## config.mk

```make
export PLATFORM = sky130hd
export DESIGN_NAME = add_seq_slice
export DESIGN_NICKNAME = d
export VERILOG_FILES = /design/src/rtl/add_seq_slice.sv
export SDC_FILE = /design/constraint.sdc
export NUM_CORES = 1
export LEC_CHECK = 0
export CORE_MARGIN = 3
export CORE_UTILIZATION = 30
export CTS_CLUSTER_SIZE = 24
export DETAILED_ROUTE_END_ITERATION = 10
export REMOVE_ABC_BUFFERS = 1
export SYNTH_ARGS = -nofsm -noshare
export SYNTH_HDL_FRONTEND = slang
export SYNTH_SLANG_ARGS = --single-unit
```

## constraint.sdc

```tcl
create_clock -name clk -period 4 [get_ports clk]
set_input_delay 1 -clock clk [delete_from_list [all_inputs] [get_ports clk]]
set_output_delay 1 -clock clk [all_outputs]
set_load 0.05 [all_outputs]
```

## src/rtl/add_seq_slice.sv

```systemverilog
// Handshaked sequential adder: {cout, sum} = a + b + cin, one SLICE-bit segment per clock,
// with the inter-segment carry held in a register.
module add_seq_slice #(
  parameter int WIDTH = 32,
  parameter int SLICE = 8
) (
  input  logic             clk,
  input  logic             rst,
  input  logic             in_valid,
  output logic             in_ready,
  input  logic [WIDTH-1:0] a,
  input  logic [WIDTH-1:0] b,
  input  logic             cin,
  output logic             out_valid,
  input  logic             out_ready,
  output logic [WIDTH-1:0] sum,
  output logic             cout
);

  localparam int N  = WIDTH / SLICE;
  localparam int CW = (N > 1) ? $clog2(N) : 1;
  localparam logic [CW-1:0]    LAST_SEG = CW'(N - 1);
  localparam logic [WIDTH-1:0] SEG_MASK = WIDTH'({SLICE{1'b1}});

  typedef enum logic [1:0] {
    IDLE = 2'd0,
    CALC = 2'd1,
    DONE = 2'd2
  } state_t;

  state_t           state_q, state_d;
  logic [WIDTH-1:0] a_q, a_d;
  logic [WIDTH-1:0] b_q, b_d;
  logic [WIDTH-1:0] sum_q, sum_d;
  logic             carry_q, carry_d;
  logic             cout_q, cout_d;
  logic [CW-1:0]    cnt_q, cnt_d;

  int               sh_s;
  logic [SLICE-1:0] seg_a_s;
  logic [SLICE-1:0] seg_b_s;
  logic [SLICE:0]   seg_sum_s;

  // Segment datapath: select the current slice of each operand and add with the held carry.
  always_comb begin
    sh_s      = int'(cnt_q) * SLICE;
    seg_a_s   = SLICE'(a_q >> sh_s);
    seg_b_s   = SLICE'(b_q >> sh_s);
    seg_sum_s = {1'b0, seg_a_s} + {1'b0, seg_b_s} + {{SLICE{1'b0}}, carry_q};
  end

  // Next-state and datapath register updates.
  always_comb begin
    state_d = state_q;
    a_d     = a_q;
    b_d     = b_q;
    sum_d   = sum_q;
    carry_d = carry_q;
    cout_d  = cout_q;
    cnt_d   = cnt_q;
    case (state_q)
      IDLE: begin
        if (in_valid) begin
          a_d     = a;
          b_d     = b;
          carry_d = cin;
          cnt_d   = '0;
          sum_d   = '0;
          cout_d  = 1'b0;
          state_d = CALC;
        end else begin
          state_d = IDLE;
        end
      end
      CALC: begin
        // Splice this segment's result into the sum without disturbing the other segments.
        sum_d   = (sum_q & ~(SEG_MASK << sh_s)) | (WIDTH'(seg_sum_s[SLICE-1:0]) << sh_s);
        carry_d = seg_sum_s[SLICE];
        if (cnt_q == LAST_SEG) begin
          cout_d  = seg_sum_s[SLICE];
          state_d = DONE;
        end else begin
          cnt_d   = cnt_q + CW'(1);
          state_d = CALC;
        end
      end
      DONE: begin
        if (out_ready) begin
          state_d = IDLE;
        end else begin
          state_d = DONE;
        end
      end
      default: begin
        state_d = IDLE;
      end
    endcase
  end

  // State and datapath registers with synchronous reset.
  always_ff @(posedge clk) begin
    if (rst) begin
      state_q <= IDLE;
      a_q     <= '0;
      b_q     <= '0;
      sum_q   <= '0;
      carry_q <= 1'b0;
      cout_q  <= 1'b0;
      cnt_q   <= '0;
    end else begin
      state_q <= state_d;
      a_q     <= a_d;
      b_q     <= b_d;
      sum_q   <= sum_d;
      carry_q <= carry_d;
      cout_q  <= cout_d;
      cnt_q   <= cnt_d;
    end
  end

  assign in_ready  = (state_q == IDLE);
  assign out_valid = (state_q == DONE);
  assign sum       = sum_q;
  assign cout      = cout_q;

endmodule

```

## Yosys cells after proc, flatten, opt, wreduce, memory -nomap -nowiden

Index checks and enable logic that the tools add are counted.
W data, S select, Z words.

| cells by class | value |
|---|---|
| add/subtract/negate cells | 3 |
| equality and inequality tests | 6 |
| shift operators | 4 |
| mux-type cells | 14 |
| bitwise logic cells | 3 |
| reductions and logical operators | 6 |

Operators with widths:

| cell | count |
|---|---|
| $pmux W32 S2 | 1 |
| $shr A32 B5 Y8 | 2 |
| $and A32 B32 Y32 | 1 |
| $mux W32 | 1 |
| $not A32 Y32 | 1 |
| $or A32 B32 Y32 | 1 |
| $shl A8 B5 Y32 | 1 |
| $shl A8 B5 Y32 const A | 1 |
| $add A8 B8 Y9 | 1 |
| $add A9 B1 Y9 | 1 |
| $mux W2 | 4 |
| $ne A2 B2 Y1 const B | 3 |
| $pmux W2 S3 | 1 |
| $reduce_and A3 Y1 | 2 |
| $eq A2 B2 Y1 const B | 2 |
| $mux W1 | 4 |
| $pmux W1 S2 | 2 |
| $pmux W2 S2 | 1 |
| $reduce_and A2 Y1 | 2 |
| $add A2 B1 Y2 const B | 1 |
| $eq A2 B1 Y1 const B | 1 |
| $logic_not A2 Y1 | 1 |
| $reduce_bool A2 Y1 | 1 |

| storage, ports and cells | value |
|---|---|
| bits in registers | 102 |
| input port bits | 69 |
| word-level logic and storage cells | 43 |

## Logic depth before layout (Yosys ltp)

| logic depth | value |
|---|---|
| word-level depth | 6 |
| mapped depth | 11 |
| mapped depth without buffers | 9 |

## Least setup slack after synthesis

No wires, ideal clock.

| path | value |
|---|---|
| path type | reg-to-reg |
| start | register cnt_q[0] |
| end | register sum_q[14] (netlist: sum[14]) |
| setup time | 0.117 ns |
| data arrival time | 2.785 ns |
| required time | 3.883 ns |
| slack | 1.098 ns |
| stages on the path, launching flop included | 12 |
| path buffers | 2 |
| clock period less this slack | 2.902 ns |
| cells stage by stage | dfxtp_1 > buf_2 > buf_2 > mux4_2 > fa_1 > inv_1 > fa_1 > nor2b_1 > o2111ai_1 > nand3_1 > xor2_2 > a22o_1 |

| between the ends | value |
|---|---|
| cells in the longest elaborated chain, start to end | 6 |

Ends and longest elaborated chain:

| element | line | text |
|---|---|---|
| start: declaration | 37 | `logic [CW-1:0] cnt_q, cnt_d;` |
| start signal: assignment | 117 | `cnt_q <= cnt_d;` |
| $shr A32 B5 Y8, on equally long branches | 47, 48 |  |
| $add A8 B8 Y9 | 49 | `seg_sum_s = {1'b0, seg_a_s} + {1'b0, seg_b_s} + {{SLICE{1'b0}}, carry_q};` |
| $add A9 B1 Y9 | 49 |  |
| $shl A8 B5 Y32 | 77 | `sum_d = (sum_q & ~(SEG_MASK << sh_s)) \| (WIDTH'(seg_sum_s[SLICE-1:0]) << sh_s);` |
| $or A32 B32 Y32 * | 77 |  |
| $pmux W32 S2 * | 61 | `case (state_q)` |
| end signal: assignment | 114 | `sum_q <= sum_d;` |
| end: declaration | 34 | `logic [WIDTH-1:0] sum_q, sum_d;` |

Mark *: on every way between the ends. The rest lies on a longest branch, timed or not.
A chain may end at the register's enable or synchronous reset.

## Final worst setup path

| path | value |
|---|---|
| start | register state_q[1] |
| end | output port out_valid |

| between the ends | value |
|---|---|
| cells in the longest elaborated chain, start to end | 1 |

Ends and longest elaborated chain:

| element | line | text |
|---|---|---|
| start: declaration | 31 | `state_t state_q, state_d;` |
| start signal: assignment | 111 | `state_q <= state_d;` |
| $eq A2 B2 Y1 | 122 | `assign out_valid = (state_q == DONE);` |
| end: declaration | 14 | `output logic out_valid,` |

Every way passes these cells.

==> summary by stage <==
Worst setup path
In this design, the stage delay of the slowest critical-path cell is 0.83 ns. The number of buffers and inverters on the critical path is 1. The critical-path cell with the highest stage delay is clkdlybuf4s50_1.

The classification of the worst setup path is reg -> out. The cell family contributing the most delay on the critical path is buffers and inverters. The required time of the worst setup path is 3.00 ns. Of all nets on the critical path, the largest fanout is 10. The launching element type of the critical path is a flop. The signal on the critical path passes through nor2b_1, clkdlybuf4s50_1. The worst setup path is captured at an output pin. Data on the critical path arrives at its endpoint at 2.03 ns.

Drt
The total wire length is 11.18 mm. In the routed design, unresolved DRC markers number 0. The first-pass iteration count of the detailed router is 5. The count of nets left with antenna violations once routing finished came out at 0. The via count normalized by instance count is 4.879. The wire length per cell after detailed routing is 14.83 µm. The via count is 3679.

After the first detailed-routing iteration, the DRC count stood at 217.

Synth
Synthesis produced a netlist whose cell count is 479. The synthesis warning total is 0. After synthesis the cells add up to 4492 µm². The number of storage elements in the synthesis netlist is 102. After synthesis, the share of flip-flops with an asynchronous set or reset is 0%. Sorting the synthesized cells by area gives the leading types as dfxtp_1, nand2_1, mux4_2, a21oi_1, a22o_1. The number of flops mapped to enable cells by yosys is 0.

In this run the biggest area consumer among cell types represents 45.46% of the synthesized area. dfxtp_1 takes more of the synthesized area than any other cell. The dominant synthesized flop cell is dfxtp_1. In the synthesized netlist, the cells that appear most often are nand2_1, dfxtp_1, a21oi_1. Dividing the synthesized area by the synthesized cell count gives 9.377 µm². After synthesis, flip-flops and latches occupy 45.46% of the total area. In this run, distinct cell masters in the synthesized netlist total 49. In the post-synthesis netlist, the cell with the most instances is nand2_1.

GRT
The total overflow reported by the global router is 0. Entering global routing, the biggest net connects 66 pins. The initial antenna violation count is 0. The first global-routing pass estimated 18.08 mm of wire. Global routing used 13.73% of the available tracks across all layers. The number of global-route vias before repair is 3601.

Finish
After routing the design area is 5831 µm². The synthesis-to-layout area growth is 29.80%. The diode insertion count for antenna repair is 0. The net count of the finished layout is 648. The share of layout cells above drive strength 1 is 10.70%.

Clock tree
The number of clock buffers inserted by TritonCTS is 9. The maximum clock path buffer count is 2. The TritonCTS clock tree is yes. The clock latency on the worst-skew pair is 0.35 ns.

The total clock sinks is 102. The clock input transition at the sequential cells of the worst setup and hold paths is 0.07 ns. The total number of H-tree levels is 3. The buffer type at the clock tree root is clkbuf_16.

Buffers inserted to repair hold after CTS numbered 0. Post-CTS timing repair inserted 0 buffers for setup. The post-cts sizing count is 0.

Floorplanning
The x dimension of the die is 128.4 µm. The floorplan step defined a core boundary enclosing 14590 µm². The area of the die is 16480 µm². The number of top-level design ports is 104. After floorplanning, the core was divided into 44 placement rows. The floorplan step set the die height to 128.4 µm. The initial core utilization is 30.79%.

Placed design
The number of I/O port buffers is 103. The placement-stage cell area is 5554 µm². The post-DP HPWL is 8.208 mm. The placer congestion estimate is 0.7569.

Timing
The highest clock frequency the design can meet is 0.3300 GHz. The slew at the pin closest to its max-slew limit is 0.9827 ns. The final critical path takes up 75.75% of the cycle. The final count of negative-setup-slack endpoints is 0.

The clock period minus final worst setup slack is 3.030 ns. The number of slew-limit violations in the final report came to 0. The clock arrives with 0.009905 ns of skew. The total negative setup slack is 0 ns.

The tightest slew margin relative to the limit is 34.49%. The final-report hold violation count is 0. Hold is met by 0.4523 ns. Setup repair after global routing left no endpoint under its margin.

Job
Across the run, the number of max-cap violations was 0.

Pwr
The total leakage power is 2.140 nW. The total power density per cell area is 391.3 nW/µm². The total design power is 2.281 mW.

The worst IR drop on VDD is 0.1856 mV.

Status
The run finished with clean final reports.

Min path
The tightest min-delay check is of the reg -> reg type.
## registers in the layout, summed over array words and instances, names as in the netlist
name / cells
b_q: 32
cout: 1
carry_q: 1
a_q: 32
state_q: 2
cnt_q: 2
sum: 32
## worst register-to-register path: cells and delay by family (launching register included)
family / cells / cell delay (ns)
compound gates: 5 / 1.01
mux: 1 / 0.57
flops: 1 / 0.55
fa+ha+maj: 1 / 0.42
buf+inv: 1 / 0.38
## area by class of cell
type | count | area (µm²)
clock buffer | 12 | 256.5
clock inverter | 3 | 20.02
fill | 1393 | 8758
inverter | 6 | 22.52
multi-input combinational | 340 | 2202
sequential | 102 | 2043
tap | 184 | 230.2
timing repair buffer | 107 | 1056
## per-stage QoR
step,setup WS [ns],util (%),instances
floorplan,0.7033,-,448
global placement,1.014,38.07,739
detailed placement,0.9639,38.07,739
CTS,0.9195,39.97,754
global route,0.8529,39.97,754
finish,0.9699,39.97,754
## where the power goes
group	switching [mW]	internal (mW)	leakage, nW	total (mW)
Sequential	0.0320	1.06	0.834	1.10
Clock	0.359	0.451	0.131	0.810
Combinational	0.205	0.169	1.18	0.374
Total	0.596	1.69	2.14	2.28
## worst paths after layout
check / from / cells after the start / slack [ns] / to
worst min register to register: b_q[15] / 2 / 0.45 / b_q[15]
worst max-delay path: state_q[1] / 2 / 0.97 / out_valid
worst max register to register: cnt_q[0] / 8 / 1.02 / sum[23]
worst min-delay path: b_q[15] / 2 / 0.45 / b_q[15]
## cell usage in the layout, fill, tap and decap left out, types with 9 or more instances in the layout
cell	count
clkbuf_16	9
a21oi_1	71
nand2_1	132
nor2_1	22
a22oi_1	12
mux4_2	16
dfxtp_1	101
ha_1	11
a22o_1	18
clkdlybuf4s50_1	102
## per-layer routing
metal	part of all wire [%]	vias up	GRT usage, %
met5	0	-	0
met4	1.2	0	4.182
met3	5.9	15	3.778
met2	46	108	21.64
met1	47	1725	18.43
li1	-	1831	-
## kinds of logic after synthesis
kind of cell | count (synthesis) | share of synthesized area [%]
buf+inv | 37 | 5.515
mux | 16 | 8.022
fa+ha+maj | 13 | 3.955
simple gates | 184 | 18.33
xor+xnor | 5 | 1.142
flops | 102 | 45.46
compound gates | 122 | 17.58
Power figures use the tool's default switching activity.
